==> config.mk <==
export PLATFORM = sky130hd
export DESIGN_NAME = spi_slave_engine
export DESIGN_NICKNAME = d
export VERILOG_FILES = /design/src/rtl/spi_slave_engine.sv
export SDC_FILE = /design/constraint.sdc
export NUM_CORES = 1
export LEC_CHECK = 0
export CORE_MARGIN = 8
export CORE_UTILIZATION = 25
export DETAILED_ROUTE_END_ITERATION = 16
export DONT_BUFFER_PORTS = 1
export GPL_TIMING_DRIVEN = 0
export PLACE_DENSITY = 0.35
export SKIP_LAST_GASP = 1
export SYNTH_ARGS = -nofsm -noshare
export SYNTH_HDL_FRONTEND = slang
export SYNTH_SLANG_ARGS = --single-unit
==> constraint.sdc <==
create_clock -name clk -period 2.2 [get_ports clk]
set_clock_uncertainty 0.15 [all_clocks]
set_input_delay 0.44 -clock clk [delete_from_list [all_inputs] [get_ports clk]]
set_output_delay 0.44 -clock clk [all_outputs]
set_load 0.02 [all_outputs]
==> src/rtl/spi_slave_engine.sv <==
// -----------------------------------------------------------------------------
// spi_slave_engine
//
// SPI slave-side transfer engine. SCK_in, SS_n and MOSI are oversampled on clk
// through SYNC_STAGES flops. Sample and shift strobes are derived from the
// CPOL/CPHA pair latched at selection. DATA_WIDTH-bit frames are shifted
// MSB-first in both directions, and each completed receive word is handed out
// with a one-cycle rx_valid pulse.
//
// Ports
//   clk, rst        system clock, synchronous active-high reset
//   CPOL, CPHA      SPI mode, latched when SS_n is seen falling
//   SCK_in, SS_n,   asynchronous SPI pins (SS_n active-low)
//   MOSI
//   MISO, MISO_oe   serial data out, driven only while selected
//   tx_data,        transmit holding register write port
//   tx_load,
//   tx_ready
//   rx_data,        last complete received frame and its update pulse
//   rx_valid
//   busy            high while the engine is in the ACTIVE state
//
// Transmit handshake: tx_ready=1 means the holding register is empty. A word
// is transferred on any cycle where tx_load=1 and tx_ready=1, and tx_ready
// then drops. tx_load while tx_ready=0 is dropped, not queued. rx_valid is a
// strobe with no back-pressure.
// -----------------------------------------------------------------------------
module spi_slave_engine #(
    parameter int DATA_WIDTH  = 8,
    parameter int SYNC_STAGES = 2
) (
    input  logic                  clk,
    input  logic                  rst,
    input  logic                  CPOL,
    input  logic                  CPHA,
    input  logic                  SCK_in,
    input  logic                  SS_n,
    input  logic                  MOSI,
    output logic                  MISO,
    output logic                  MISO_oe,
    input  logic [DATA_WIDTH-1:0] tx_data,
    input  logic                  tx_load,
    output logic                  tx_ready,
    output logic [DATA_WIDTH-1:0] rx_data,
    output logic                  rx_valid,
    output logic                  busy
);

    localparam int CNT_W = $clog2(DATA_WIDTH);

    typedef enum logic {
        IDLE   = 1'b0,
        ACTIVE = 1'b1
    } state_t;

    state_t state;
    state_t next_state;

    // Synchronizers and edge-detect history.
    logic [SYNC_STAGES-1:0] sck_pipe;
    logic [SYNC_STAGES-1:0] ss_pipe;
    logic [SYNC_STAGES-1:0] mosi_pipe;
    logic                   sck_d;
    logic                   ss_d;

    logic sck_sync;
    logic ss_sync;
    logic mosi_sync;

    // Mode latched at selection.
    logic cpol_q;
    logic cpha_q;

    // Data path.
    logic [DATA_WIDTH-1:0] tx_hold;
    logic [DATA_WIDTH-1:0] tx_shift;
    logic [DATA_WIDTH-1:0] rx_shift;
    logic [CNT_W-1:0]      bit_cnt;
    logic                  first_shift;

    // Strobes.
    logic                  sck_rise;
    logic                  sck_fall;
    logic                  lead_edge;
    logic                  trail_edge;
    logic                  sample_edge;
    logic                  shift_edge;
    logic                  start;
    logic                  stop;
    logic                  last_bit;
    logic                  skip_shift;
    logic [DATA_WIDTH-1:0] rx_next;
    logic [DATA_WIDTH-1:0] tx_reload;

    assign sck_sync  = sck_pipe[SYNC_STAGES-1];
    assign ss_sync   = ss_pipe[SYNC_STAGES-1];
    assign mosi_sync = mosi_pipe[SYNC_STAGES-1];

    always_comb begin
        sck_rise    = sck_sync & ~sck_d;
        sck_fall    = ~sck_sync & sck_d;
        lead_edge   = cpol_q ? sck_fall : sck_rise;
        trail_edge  = cpol_q ? sck_rise : sck_fall;
        // Deselection has priority over any SCK edge seen in the same cycle.
        sample_edge = (state == ACTIVE) && !ss_sync && (cpha_q ? trail_edge : lead_edge);
        shift_edge  = (state == ACTIVE) && !ss_sync && (cpha_q ? lead_edge : trail_edge);
        start       = (state == IDLE) && ss_d && !ss_sync;
        stop        = (state == ACTIVE) && ss_sync;
        last_bit    = (bit_cnt == CNT_W'(DATA_WIDTH - 1));
        // The first shift edge after a (re)load must not shift: for CPHA=1 the
        // MSB is already on the wire, for CPHA=0 this is the trailing edge that
        // follows the reload on the final sample. In the CPHA=0 opening frame
        // the first shift edge arrives with bit_cnt=1, so it shifts normally.
        skip_shift  = first_shift && (bit_cnt == '0);
        rx_next     = {rx_shift[DATA_WIDTH-2:0], mosi_sync};
        tx_reload   = tx_ready ? '0 : tx_hold;
    end

    // Synchronizers. SS_n resets to the deselected level.
    always_ff @(posedge clk) begin
        if (rst) begin
            sck_pipe  <= '0;
            ss_pipe   <= '1;
            mosi_pipe <= '0;
            sck_d     <= 1'b0;
            ss_d      <= 1'b1;
        end else begin
            sck_pipe  <= {sck_pipe[SYNC_STAGES-2:0], SCK_in};
            ss_pipe   <= {ss_pipe[SYNC_STAGES-2:0], SS_n};
            mosi_pipe <= {mosi_pipe[SYNC_STAGES-2:0], MOSI};
            sck_d     <= sck_sync;
            ss_d      <= ss_sync;
        end
    end

    // FSM: state register.
    always_ff @(posedge clk) begin
        if (rst) begin
            state <= IDLE;
        end else begin
            state <= next_state;
        end
    end

    // FSM: next-state logic.
    always_comb begin
        next_state = state;
        case (state)
            IDLE:    if (start) next_state = ACTIVE;
            ACTIVE:  if (stop)  next_state = IDLE;
            default: next_state = IDLE;
        endcase
    end

    // FSM: outputs.
    always_comb begin
        busy    = (state == ACTIVE);
        MISO_oe = (state == ACTIVE);
        MISO    = (state == ACTIVE) ? tx_shift[DATA_WIDTH-1] : 1'b0;
    end

    // Data path.
    always_ff @(posedge clk) begin
        if (rst) begin
            cpol_q      <= 1'b0;
            cpha_q      <= 1'b0;
            tx_hold     <= '0;
            tx_ready    <= 1'b1;
            tx_shift    <= '0;
            rx_shift    <= '0;
            rx_data     <= '0;
            rx_valid    <= 1'b0;
            bit_cnt     <= '0;
            first_shift <= 1'b0;
        end else begin
            rx_valid <= 1'b0;

            if (start) begin
                cpol_q      <= CPOL;
                cpha_q      <= CPHA;
                tx_shift    <= tx_reload;
                tx_ready    <= 1'b1;
                bit_cnt     <= '0;
                rx_shift    <= '0;
                first_shift <= 1'b1;
            end else if (stop) begin
                // Partial frame is dropped.
                bit_cnt <= '0;
            end else if (sample_edge) begin
                rx_shift <= rx_next;
                if (last_bit) begin
                    rx_data     <= rx_next;
                    rx_valid    <= 1'b1;
                    bit_cnt     <= '0;
                    tx_shift    <= tx_reload;
                    tx_ready    <= 1'b1;
                    first_shift <= 1'b1;
                end else begin
                    bit_cnt <= bit_cnt + 1'b1;
                end
            end else if (shift_edge) begin
                first_shift <= 1'b0;
                if (!skip_shift) begin
                    tx_shift <= {tx_shift[DATA_WIDTH-2:0], 1'b0};
                end
            end

            // Evaluated against the pre-edge tx_ready, so a load in the same
            // cycle that consumes a full holding register is dropped.
            if (tx_load && tx_ready) begin
                tx_hold  <= tx_data;
                tx_ready <= 1'b0;
            end
        end
    end

endmodule

==> results.cfg, run 1 <==
[route]
dr.pass1.iters = 3
drtAntennaViolNets = 0
via_per_inst = 4.36
routed_wl_mm = 4.49
vias = 1361
drt_iter0_drc = 53
drc_errors = 0
wire_per_inst_um = 14.4

[setup_path]
crit_path_end_kind = register
cpLargestDelayFamily = flip-flops
arrival_ps = 2150
critical_path_class = register to register
critPathRequiredTime_ps = 2250
path_depth = 6
cp_num_buf_inv = 1
crit_chain = and4bb_1 > mux2i_4 > a21boi_2 > buf_6 > mux2i_1 > o2bb2ai_1
cp_max_fo = 8
start_kind = register
crit_path_max_incr_delay_ps = 550
crit_path_top_delay_cell = dfxtp_1
r2r_cells = 6

[final_layout]
utilization = 0.292
final_cells = 312
syn2layout_area_growth_pct = 15.3
diodes = 0
drive_above_1_share = 0.138
final_nets = 229

[yosys]
synth.distinct_cells = 34
ys_top_cells_by_count = dfxtp_1, nand2_1, a21oi_1, mux2i_1, nor2_1
synth_edf_count = 0
synth-async-reset-ratio = 0
syn_avg_cell_area_um2 = 9.48
synth_area_leaders = dfxtp_1, mux2i_1, nand2_1
syn_nets = 221
yosysWarnings = 0
synth.most_common_cell = dfxtp_1
synth_seq_cells = 48
syn_inst = 202
synthFlopType = dfxtp_1
ys_seq_area_frac = 0.502
yosysTopAreaCellShare = 0.502
syn_area_um2 = 1910
synth_top_area_cell = dfxtp_1

[global_routing]
grt_first_pass_wirelength_mm = 7.55
grt_pass1_vias = 1482
antenna_found_initial = 0
grt_overflow_total = 0
grt_max_degree = 15
grt.total_usage = 0.0872

[timing]
period_minus_slack_ps = 2100
hold_violations = 0
maxSlewHeadroom = 0.591
setup_viol = 0
period_share = 0.954
finalMaxSlewViolations = 0
tightest_slew_ps = 614
fmax_mhz = 476
grt_setup_unrepaired = true

[min_path]
hold_path_depth = 1
hp-class = primary input to register

[floorplan]
start_util = 0.253
die_h_um = 104
die_w_um = 104
ios = 29
placementRows = 32
dieArea_um2 = 10700
core_area_um2 = 7570

[power]
ir_worst_vdd_v = 0.000245
p_leak_nw = 0.853
power_density_nw_per_um2 = 705

[place]
port_buffers = 0
numPlacedInstances = 304
dpl.hpwl_mm = 3.05
gp_congestion = 0.666

[cts]
cts-buffers-inserted = 5
clkLatencyLatePin_ps = 300
hold_buffers = 0
root_buffer = clkbuf_8
cts_max_level = 2
path_clk_slew_ps = 90
cts.sinks = 48
cts_tree = yes
clockBufferDepth = 2

[status]
status = completed

[run]
max-cap-violations = 0
cell usage in the layout (no fill, tap or decap), types with 3 or more instances in the layout:
cell type and instances:
ha_1 3, nor2b_1 12, a21oi_1 19, clkbuf_1 3
nand2_1 27, inv_1 6, nor2_1 16, mux2i_1 17
buf_1 4, o2bb2ai_1 7, nand3_1 8, buf_2 3
or2_2 5, clkbuf_8 6, dfxtp_1 47
metal layers:
| layer | wire length [um] | part of all wire | track usage | up-vias |
|---|---|---|---|---|
| met1 | 2160 | 0.48 | 0.102 | 641 |
| li1 | - | - | - | 694 |
| met4 | 65 | 0.014 | 0.0441 | 0 |
| met3 | 241 | 0.054 | 0.0285 | 5 |
| met5 | 0 | 0 | 0 | - |
| met2 | 2030 | 0.45 | 0.139 | 21 |
cell families (layout without fill, tap and decap cells):
| kind of cell | after synthesis | in the layout | synth area share |
|---|---|---|---|
| flops | 48 | 48 | 0.502 |
| compound gates | 35 | 35 | 0.118 |
| mux | 19 | 19 | 0.106 |
| xor+xnor | 2 | 2 | 0.0131 |
| fa+ha+maj | 3 | 3 | 0.0196 |
| buf+inv | 18 | 26 | 0.0412 |
| simple gates | 77 | 77 | 0.201 |
through the flow:
stage	hold WS [ps]	total power [mW]	setup TNS [ps]	cell area, um^2	setup WS (ps)
2_1_floorplan	239	0.987	0	1910	298
3_3_place_gp	250	1.02	-1260	2040	-182
3_5_place_dp	249	1.02	-1610	2040	-232
4_1_cts	83.3	1.59	0	2150	18.4
5_1_grt	88.0	1.63	-12.0	2210	-12.0
6_report	97.1	1.56	0	2210	101
power by group:
group	switching, mW	leakage [nW]	total (mW)	internal, mW
Sequential	0.0138	0.390	0.901	0.888
Clock	0.302	0.0473	0.553	0.251
Combinational	0.0637	0.415	0.101	0.0369
Total	0.379	0.853	1.56	1.18
what timing repair did:
item	in CTS	in global routing
setup buffers	0	1
endpoints found under the setup margin	11	9
resized for setup	4	8
area by class of cell:
| cell class | count | area (um^2) |
|---|---|---|
| fillers | 806 | 5360 |
| flip-flops and latches | 48 | 962 |
| multi-input cells | 136 | 936 |
| well taps | 102 | 128 |
| clock buffers | 6 | 82.6 |
| plain buffers | 12 | 60.1 |
| inverters | 6 | 22.5 |
| clock inverters | 1 | 8.76 |
| repair buffers | 1 | 7.51 |
state kept, by name (all words and copies together), names as in the netlist, 2 cells and up:
| signal | flops |
|---|---|
| bit_cnt | 3 |
| mosi_pipe | 2 |
| rx_data | 8 |
| rx_shift | 7 |
| sck_pipe | 2 |
| ss_pipe | 2 |
| tx_hold | 8 |
| tx_shift | 8 |
final timing paths:
check,from,endpoint,slack (ps)
min reg2reg,ss_pipe[0],ss_pipe[1],250
max,ss_pipe[1],tx_shift[1],100
max reg2reg,ss_pipe[1],tx_shift[1],100
min,SS_n,ss_pipe[0],100
Power figures use the tool's default switching activity.
==> run 2, diff against run 1 <==
--- a/config.mk
+++ b/config.mk
@@ -5,8 +5,9 @@
 export SDC_FILE = /design/constraint.sdc
 export NUM_CORES = 1
 export LEC_CHECK = 0
-export CORE_MARGIN = 8
+export CORE_MARGIN = 2
 export CORE_UTILIZATION = 25
+export CTS_CLUSTER_SIZE = 30
 export DETAILED_ROUTE_END_ITERATION = 16
 export DONT_BUFFER_PORTS = 1
 export GPL_TIMING_DRIVEN = 0
==> results.cfg, run 2 (synthesis gave the netlist of run 1 again) <==
[global_routing]
grt_first_pass_wirelength_mm = 6.78
grt_overflow_total = 0
grt_pass1_vias = 1402
grt_max_degree = 16
grt.total_usage = 0.105
antenna_found_initial = 0

[setup_path]
crit_path_max_incr_delay_ps = 370
r2r_cells = 6
r2r-end = tx_shift[6]
arrival_ps = 2100
critPathRequiredTime_ps = 2250
crit_path_top_delay_cell = dfxtp_2
crit_chain = clkbuf_4 > and4bb_1 > mux2i_4 > mux2i_4 > a21oi_2 > o2bb2ai_1
r2r_slack_ps = 150
start_kind = register
r2r_start = MISO_oe
cp_max_fo = 8
path_depth = 6
startpoint = MISO_oe
cp_num_buf_inv = 1
crit_end = tx_shift[6]
critical_path_class = register to register
cpMostUsedCell = mux2i_4
cpLargestDelayFamily = multiplexers
crit_path_end_kind = register

[timing]
hold_violations = 0
tightest_slew_ps = 593
setup_viol = 0
period_minus_slack_ps = 2050
maxSlewHeadroom = 0.605
finalMaxSlewViolations = 0
grt_setup_unrepaired = false
period_share = 0.932
fmax_mhz = 488
holdWs_ps = 88.6

[power]
p_leak_nw = 0.856
p_clk_frac = 0.391
swShare = 0.228
p_switching_uw = 373
seqPwrFrac = 0.552
p_int_mw = 1.26
power_density_nw_per_um2 = 740
ir_worst_vdd_v = 0.000382
power_mw = 1.63
pwr-share-comb = 0.057

[final_layout]
drive_above_1_share = 0.142
final_cells = 310
diodes = 0
stdcell_area_um2 = 2210
utilization = 0.301
mostFrequentLayoutCells = dfxtp_1, nand2_1, a21oi_1, mux2i_1, nor2_1
top_regs = rx_data x8, tx_hold x8, tx_shift x8
final_nets = 229
final_common_cell = dfxtp_1
nFillCells = 784
syn2layout_area_growth_pct = 15.3

[cts]
cts.sinks = 48
root_buffer = clkbuf_8
clkLatencyLatePin_ps = 300
clockBufferDepth = 2
cts-buffers-inserted = 5
cts_tree = yes
cts_max_level = 2
hold_buffers = 0
path_clk_slew_ps = 90

[route]
drt_iter0_drc = 36
drc_errors = 0
routed_wl_mm = 4.03
wire_per_inst_um = 13.0
via_per_inst = 4.39
vias = 1360
dr.pass1.iters = 4
drtAntennaViolNets = 0

[floorplan]
core_area_um2 = 7330
start_util = 0.261
die_w_um = 91.5
dieArea_um2 = 8370
die_h_um = 91.5
placementRows = 31
ios = 29

[place]
placed_cell_area_um2 = 2040
dpl.hpwl_mm = 2.95
port_buffers = 0
numPlacedInstances = 301
gp_congestion = 0.707

[min_path]
hold_path_depth = 1
hp-class = primary input to register

[status]
status = completed

[run]
max-cap-violations = 0
run 2: metal layers:
layer | GRT usage | part of all wire
met5 | 0 | 0
met4 | 0.0341 | 0.014
met3 | 0.0365 | 0.045
met2 | 0.182 | 0.50
met1 | 0.119 | 0.44
run 2: worst min path at each step:
stage | from | to | slack [ps]
2_1_floorplan | ss_pipe[0] | ss_pipe[1] | 240
3_3_place_gp | ss_pipe[0] | ss_pipe[1] | 250
3_5_place_dp | ss_pipe[0] | ss_pipe[1] | 250
4_1_cts | SS_n | ss_pipe[0] | 80
5_1_grt | SS_n | ss_pipe[0] | 70
6_report | SS_n | ss_pipe[0] | 90
run 2: area by class of cell:
class	count	area [um^2]	area share
Sequential cell	48	962	0.436
Multi-Input combinational cell	136	921	0.417
Tap cell	99	124	0.0561
Clock buffer	5	68.8	0.0312
Buffer	12	58.8	0.0266
Clock inverter	3	42.5	0.0193
Inverter	6	22.5	0.0102
Timing Repair Buffer	1	7.51	0.00340
run 2: timing repair:
action | CTS | global route
gates resized for setup | 4 | 6
hold endpoints to repair | 0 | 0
setup buffers | 0 | 1
pin swaps | 0 | 0
setup endpoints to repair | 8 | 8
cloned | 0 | 0
run 2: power by group through the flow:
stage / registers, mW / clock network [mW] / logic, mW
floorplan: 0.918 / 0 / 0.0694
global placement: 0.921 / 0 / 0.0883
detailed placement: 0.921 / 0 / 0.0892
finish: 0.901 / 0.638 / 0.0930
global route: 0.905 / 0.698 / 0.106
CTS: 0.901 / 0.661 / 0.0919
run 2: per-stage QoR:
stage	TNS [ps]	setup WS, ps
after floorplan	0	298
after global placement	-859	-133
after detailed placement	-870	-138
after CTS	0	69.1
after global routing	0	2.20
final	0	150
